## src/rtl/reg_write_ctrl.sv

```systemverilog
// rtl/reg_write_ctrl.sv - debounced push-button register-bank writer with clear-all sweep
// Optional address auto-increment pointer: define REG_WRITE_CTRL_AUTO_INC_EN.
module reg_write_ctrl #(
  parameter int DEBOUNCE_CYCLES = 1000000
) (
  input  logic       clk,
  input  logic       rst,
  input  logic       btn_write,
  input  logic       btn_clear,
  input  logic [2:0] sw_addr,
  input  logic [3:0] sw_data,
  output logic [2:0] addrW,
  output logic [3:0] datW,
  output logic       RegWrite,
  output logic       busy,
  output logic [7:0] wr_count
);

  // The counter doubles as the clear-sweep index, so it needs at least 3 bits.
  localparam int CW = ($clog2(DEBOUNCE_CYCLES) > 3) ? $clog2(DEBOUNCE_CYCLES) : 3;
  localparam logic [CW-1:0] DEB_LAST = CW'(DEBOUNCE_CYCLES - 1);
  localparam logic [CW-1:0] CLR_LAST = CW'(7);

  typedef enum logic [2:0] {
    IDLE, DEB_PRESS, WRITE, CLEAR, WAIT_REL, DEB_REL
  } state_t;

  state_t          state_q, state_d;
  logic [1:0]      wsync_q, csync_q;
  logic [CW-1:0]   cnt_q, cnt_d;
  logic [2:0]      addr_q, addr_d;
  logic [3:0]      dat_q, dat_d;
  logic            we_q, we_d;
  logic [7:0]      wrc_q, wrc_d;
  logic            w_s, c_s;
`ifdef REG_WRITE_CTRL_AUTO_INC_EN
  logic [2:0]      ptr_q, ptr_d;
`endif

  assign w_s = wsync_q[1];
  assign c_s = csync_q[1];

  always_ff @(posedge clk or posedge rst) begin
    if (rst) begin
      state_q <= IDLE;
      wsync_q <= '0;
      csync_q <= '0;
      cnt_q   <= '0;
      addr_q  <= '0;
      dat_q   <= '0;
      we_q    <= 1'b0;
      wrc_q   <= '0;
`ifdef REG_WRITE_CTRL_AUTO_INC_EN
      ptr_q   <= '0;
`endif
    end else begin
      state_q <= state_d;
      wsync_q <= {wsync_q[0], btn_write};
      csync_q <= {csync_q[0], btn_clear};
      cnt_q   <= cnt_d;
      addr_q  <= addr_d;
      dat_q   <= dat_d;
      we_q    <= we_d;
      wrc_q   <= wrc_d;
`ifdef REG_WRITE_CTRL_AUTO_INC_EN
      ptr_q   <= ptr_d;
`endif
    end
  end

  always_comb begin
    state_d = state_q;
    case (state_q)
      IDLE:      if (c_s) state_d = CLEAR;
                 else if (w_s) state_d = DEB_PRESS;
      DEB_PRESS: if (!w_s) state_d = IDLE;
                 else if (cnt_q == DEB_LAST) state_d = WRITE;
      WRITE:     state_d = WAIT_REL;
      CLEAR:     if (cnt_q == CLR_LAST) state_d = WAIT_REL;
      WAIT_REL:  if (!w_s && !c_s) state_d = DEB_REL;
      DEB_REL:   if (w_s || c_s) state_d = WAIT_REL;
                 else if (cnt_q == DEB_LAST) state_d = IDLE;
      default:   state_d = IDLE;
    endcase
  end

  // Strobe and bank outputs are registered, so they are set on the edge entering WRITE/CLEAR.
  always_comb begin
    cnt_d  = cnt_q;
    addr_d = addr_q;
    dat_d  = dat_q;
    we_d   = 1'b0;
    wrc_d  = wrc_q;
`ifdef REG_WRITE_CTRL_AUTO_INC_EN
    ptr_d  = ptr_q;
`endif
    case (state_q)
      IDLE: begin
        if (c_s) begin
          cnt_d  = '0;
          addr_d = 3'd0;
          dat_d  = 4'd0;
          we_d   = 1'b1;
          wrc_d  = 8'd0;
`ifdef REG_WRITE_CTRL_AUTO_INC_EN
          ptr_d  = 3'd0;
`endif
        end else if (w_s) begin
          cnt_d = '0;
        end
      end
      DEB_PRESS: begin
        if (w_s) begin
          if (cnt_q == DEB_LAST) begin
`ifdef REG_WRITE_CTRL_AUTO_INC_EN
            addr_d = ptr_q;
`else
            addr_d = sw_addr;
`endif
            dat_d  = sw_data;
            we_d   = 1'b1;
            wrc_d  = (wrc_q == 8'hFF) ? wrc_q : wrc_q + 8'd1;
          end else begin
            cnt_d = cnt_q + 1'b1;
          end
        end
      end
      WRITE: begin
`ifdef REG_WRITE_CTRL_AUTO_INC_EN
        ptr_d = ptr_q + 3'd1;
`endif
      end
      CLEAR: begin
        if (cnt_q != CLR_LAST) begin
          cnt_d  = cnt_q + 1'b1;
          addr_d = cnt_q[2:0] + 3'd1;
          dat_d  = 4'd0;
          we_d   = 1'b1;
        end
      end
      WAIT_REL: if (!w_s && !c_s) cnt_d = '0;
      DEB_REL:  if (!w_s && !c_s && cnt_q != DEB_LAST) cnt_d = cnt_q + 1'b1;
      default: ;
    endcase
  end

  always_comb begin
    busy     = (state_q != IDLE);
    addrW    = addr_q;
    datW     = dat_q;
    RegWrite = we_q;
    wr_count = wrc_q;
  end

endmodule

```

## config.mk

```make
export PLATFORM = sky130hd
export DESIGN_NAME = reg_write_ctrl
export DESIGN_NICKNAME = d
export VERILOG_FILES = /design/src/rtl/reg_write_ctrl.sv
export SDC_FILE = /design/constraint.sdc
export NUM_CORES = 1
export LEC_CHECK = 0
export CORE_MARGIN = 10
export CORE_UTILIZATION = 35
export DETAILED_ROUTE_END_ITERATION = 12
export GPL_ROUTABILITY_DRIVEN = 0
export HOLD_SLACK_MARGIN = 0.12
export MAX_ROUTING_LAYER = met4
export PLACE_DENSITY = 0.58
export SETUP_SLACK_MARGIN = 0.3
export SLEW_MARGIN = 30
export SYNTH_ARGS = -nofsm -noshare
export SYNTH_HDL_FRONTEND = slang
export SYNTH_SLANG_ARGS = --single-unit
export TNS_END_PERCENT = 20
```

## constraint.sdc

```tcl
create_clock -name clk -period 2.4 [get_ports clk]
set_input_delay 0.48 -clock clk [delete_from_list [all_inputs] [get_ports clk]]
set_output_delay 0.48 -clock clk [all_outputs]
set_load 0.02 [all_outputs]
```

==> flow_summary.yaml <==
grt:
  grt_pass1_wl_um: 10800
  gr-total-overflow: 0
  track_usage_pct: 12.0
  grt_max_degree: 29
  grt_pass1_vias: 2095
  antenna_found_initial: 0
clock_tree:
  cts_tree: "done"
  path_clk_slew_ns: 0.08
  cts.path.max_buffers: 2
  htree_levels: 2
  clock_latency_ns: 0.30
  cts_inserted_buffers: 5
  root_buffer: "clkbuf_8"
  ctsHoldBuffers: 0
  clock_sink_count: 43
layout:
  fin_nets: 318
  insertedDiodeCount: 0
  final_common_cell: "dfrtp_1"
  fin_util_pct: 47.2
  area_growth_pct: 30.5
  final_cell_mix: "35 x dfrtp_1, 26 x clkdlybuf4s50_1, 19 x buf_4"
  drive_above_1_share_pct: 22.3
  final_area_mm2: 0.00321
worst_hold_path:
  hold_path_depth: 0
  hold_start: "csync_q[0]$_DFF_PP0_"
  min_to: "csync_q[1]$_DFF_PP0_"
  hold_class: "flop to flop"
timing:
  tightest_slew_ns: 0.605
  rsz0062_at_grt: "yes"
  finalHoldViolCount: 0
  whs_ns: 0.356
  period_needed_ns: 2.07
  fin_skew_ns: 0.00905
  clock.fmax_ghz: 0.483
  period_share_pct: 86.4
  drv_slew: 0
  setup_viol: 0
  slew-limit-headroom_pct: 59.4
  finalSetupTns_ns: 0
logic_synthesis:
  syn-cell-area_mm2: 0.00246
  yosys.area.top_type: "dfrtp_1"
  ys_types: 57
  ys_async_sr_fraction_pct: 100
  synth_edf_count: 0
  synth_top_flop_cell: "dfrtp_1"
  syn_area_per_cell_um2: 9.57
  synth_nets: 271
  synth_top_area_share_pct: 43.8
  yosysWarnings: 0
  synth-seq-area-share_pct: 43.8
  synthCells: 257
  synth-seq-cells: 43
  synth_area_leaders: "dfrtp_1 44%, nand3_1 3.5%, nand4_1 3.1%"
drt:
  drt-total-wl_um: 6580
  antenna_left: 0
  drt_first_pass_iters: 5
  drc: 0
  avgRoutedWirePerCell_um: 16.4
  dr_total_vias: 2190
  avgViaCountPerCell: 5.46
  drt_iter0_markers: 114
critical_path:
  r2r-start: "cnt_q[11]$_DFFE_PP0P_"
  startpoint_type: "flop"
  cp_slowest_stage_delay_ns: 0.45
  ff2ff_path_depth: 6
  critical_path.max_fanout: 5
  cp_top_family: "compound AO/OA/AOI/OAI gates"
  cp.arrival_ns: 2.27
  worstPathRequired_ns: 2.59
  ff2ff_setup_slack_ns: 0.33
  crit_type: "flop to flop"
  r2r-end: "datW[3]$_DFFE_PP0P_"
  endpoint_kind: "flop"
  path_cells: "nor4_4 -> and2_4 -> a41oi_1 -> a211o_4 -> buf_4 -> a22o_2"
  timing.critical_path.buf_inv: 1
  slowest_stage: "dfrtp_1"
pwr:
  ir_drop_v: 0.000342
  power_leakage_nw: 1.29
  power_mw: 2.72
  power.density_mw_per_mm2: 847
place:
  dp_hpwl_um: 4580
  io_buffers: 27
  placed_area_mm2: 0.00291
run:
  timing.max_cap.violations: 0
floorplanning:
  core_area_mm2: 0.00679
  start_util_pct: 36.2
  die_w_um: 104
  ios: 28
  die_h_um: 104
  die_area_mm2: 0.0108
  row_count: 30
outcome:
  status: "finished clean"
final cells by class:
class	instances	area [um2]
Fill cell	653	3590
Clock inverter	1	5.00
Clock buffer	7	76.3
Timing Repair Buffer	51	485
Sequential cell	43	1090
Multi-Input combinational cell	187	1370
Inverter	16	62.6
Tap cell	96	120
metal layers:
metal / vias up / wire, um / GRT usage [%]
met5: - / 0 / -
met4: 0 / 74 / 3.38
met3: 6 / 389 / 2.79
met2: 62 / 3020 / 17.6
met1: 1054 / 3100 / 16.1
li1: 1068 / - / -
synth_stat cells, drive strengths merged, types with 2 or more instances:
cell type  number
dfrtp          43
nand3          18
o21ai          18
inv            16
nand2          15
nor2           13
a21oi          12
nand4          12
a22o           11
o22ai          10
nor4            8
and2            6
and3            6
clkbuf          6
buf             5
nor3            4
o2bb2ai         4
a22oi           3
a31oi           3
ha              3
mux2            3
nand2b          3
o31ai           3
or2             3
or3             3
a21o            2
a2bb2oi         2
a32oi           2
a41oi           2
nand3b          2
o211ai          2
o21a            2
sequential cells by signal, summed over array words and instances (netlist names):
signal	cells
cnt_q	20
wr_count	8
datW	4
addrW	3
state_q	3
csync_q	2
wsync_q	2
RegWrite	1
report_power, final:
| part | internal, mW | switching [mW] | total, mW |
|---|---|---|---|
| logic | 0.628 | 0.724 | 1.35 |
| clock network | 0.205 | 0.251 | 0.456 |
| registers | 0.795 | 0.114 | 0.909 |
| total | 1.63 | 1.09 | 2.72 |
worst max-delay path by stage:
| stage | start | endpoint | slack (ns) | depth (start not counted) |
|---|---|---|---|---|
| after global placement | cnt_q[12]$_DFFE_PP0P_ | addrW[0]$_DFFE_PP0P_ | 0.13 | 6 |
| after floorplan | cnt_q[0]$_DFFE_PP0P_ | cnt_q[0]$_DFFE_PP0P_ | 0.31 | 6 |
| final | cnt_q[11]$_DFFE_PP0P_ | datW[3]$_DFFE_PP0P_ | 0.33 | 6 |
| after global routing | cnt_q[0]$_DFFE_PP0P_ | addrW[0]$_DFFE_PP0P_ | 0.27 | 7 |
| after detailed placement | cnt_q[0]$_DFFE_PP0P_ | cnt_q[12]$_DFFE_PP0P_ | 0.12 | 6 |
| after CTS | cnt_q[7]$_DFFE_PP0P_ | addrW[0]$_DFFE_PP0P_ | 0.27 | 6 |
cells by family (layout without fill, tap and decap cells):
family                   count (synthesis)  in the layout  share of synthesized area, %
XOR/XNOR                                 1              1                         0.356
flip-flops                              43             43                          43.8
AO/OA/AOI/OAI                           81             81                          24.0
adder cells (fa/ha/maj)                  3              3                          1.53
AND/OR/NAND/NOR                         99             99                          23.6
buffers and inverters                   27             75                          4.94
multiplexers                             3              3                          1.83
stage by stage:
stage	worst slack [ns]	cells
final	0.328	401
after global routing	0.268	401
after CTS	0.271	396
after detailed placement	0.121	383
after global placement	0.133	383
after floorplan	0.315	257
timing repair:
item	CTS	global route
resized for setup	5	24
setup endpoints to repair	31	29
pin swaps	3	14
buffers inserted	5	5
No activity file was read; power rests on OpenSTA's default activity.
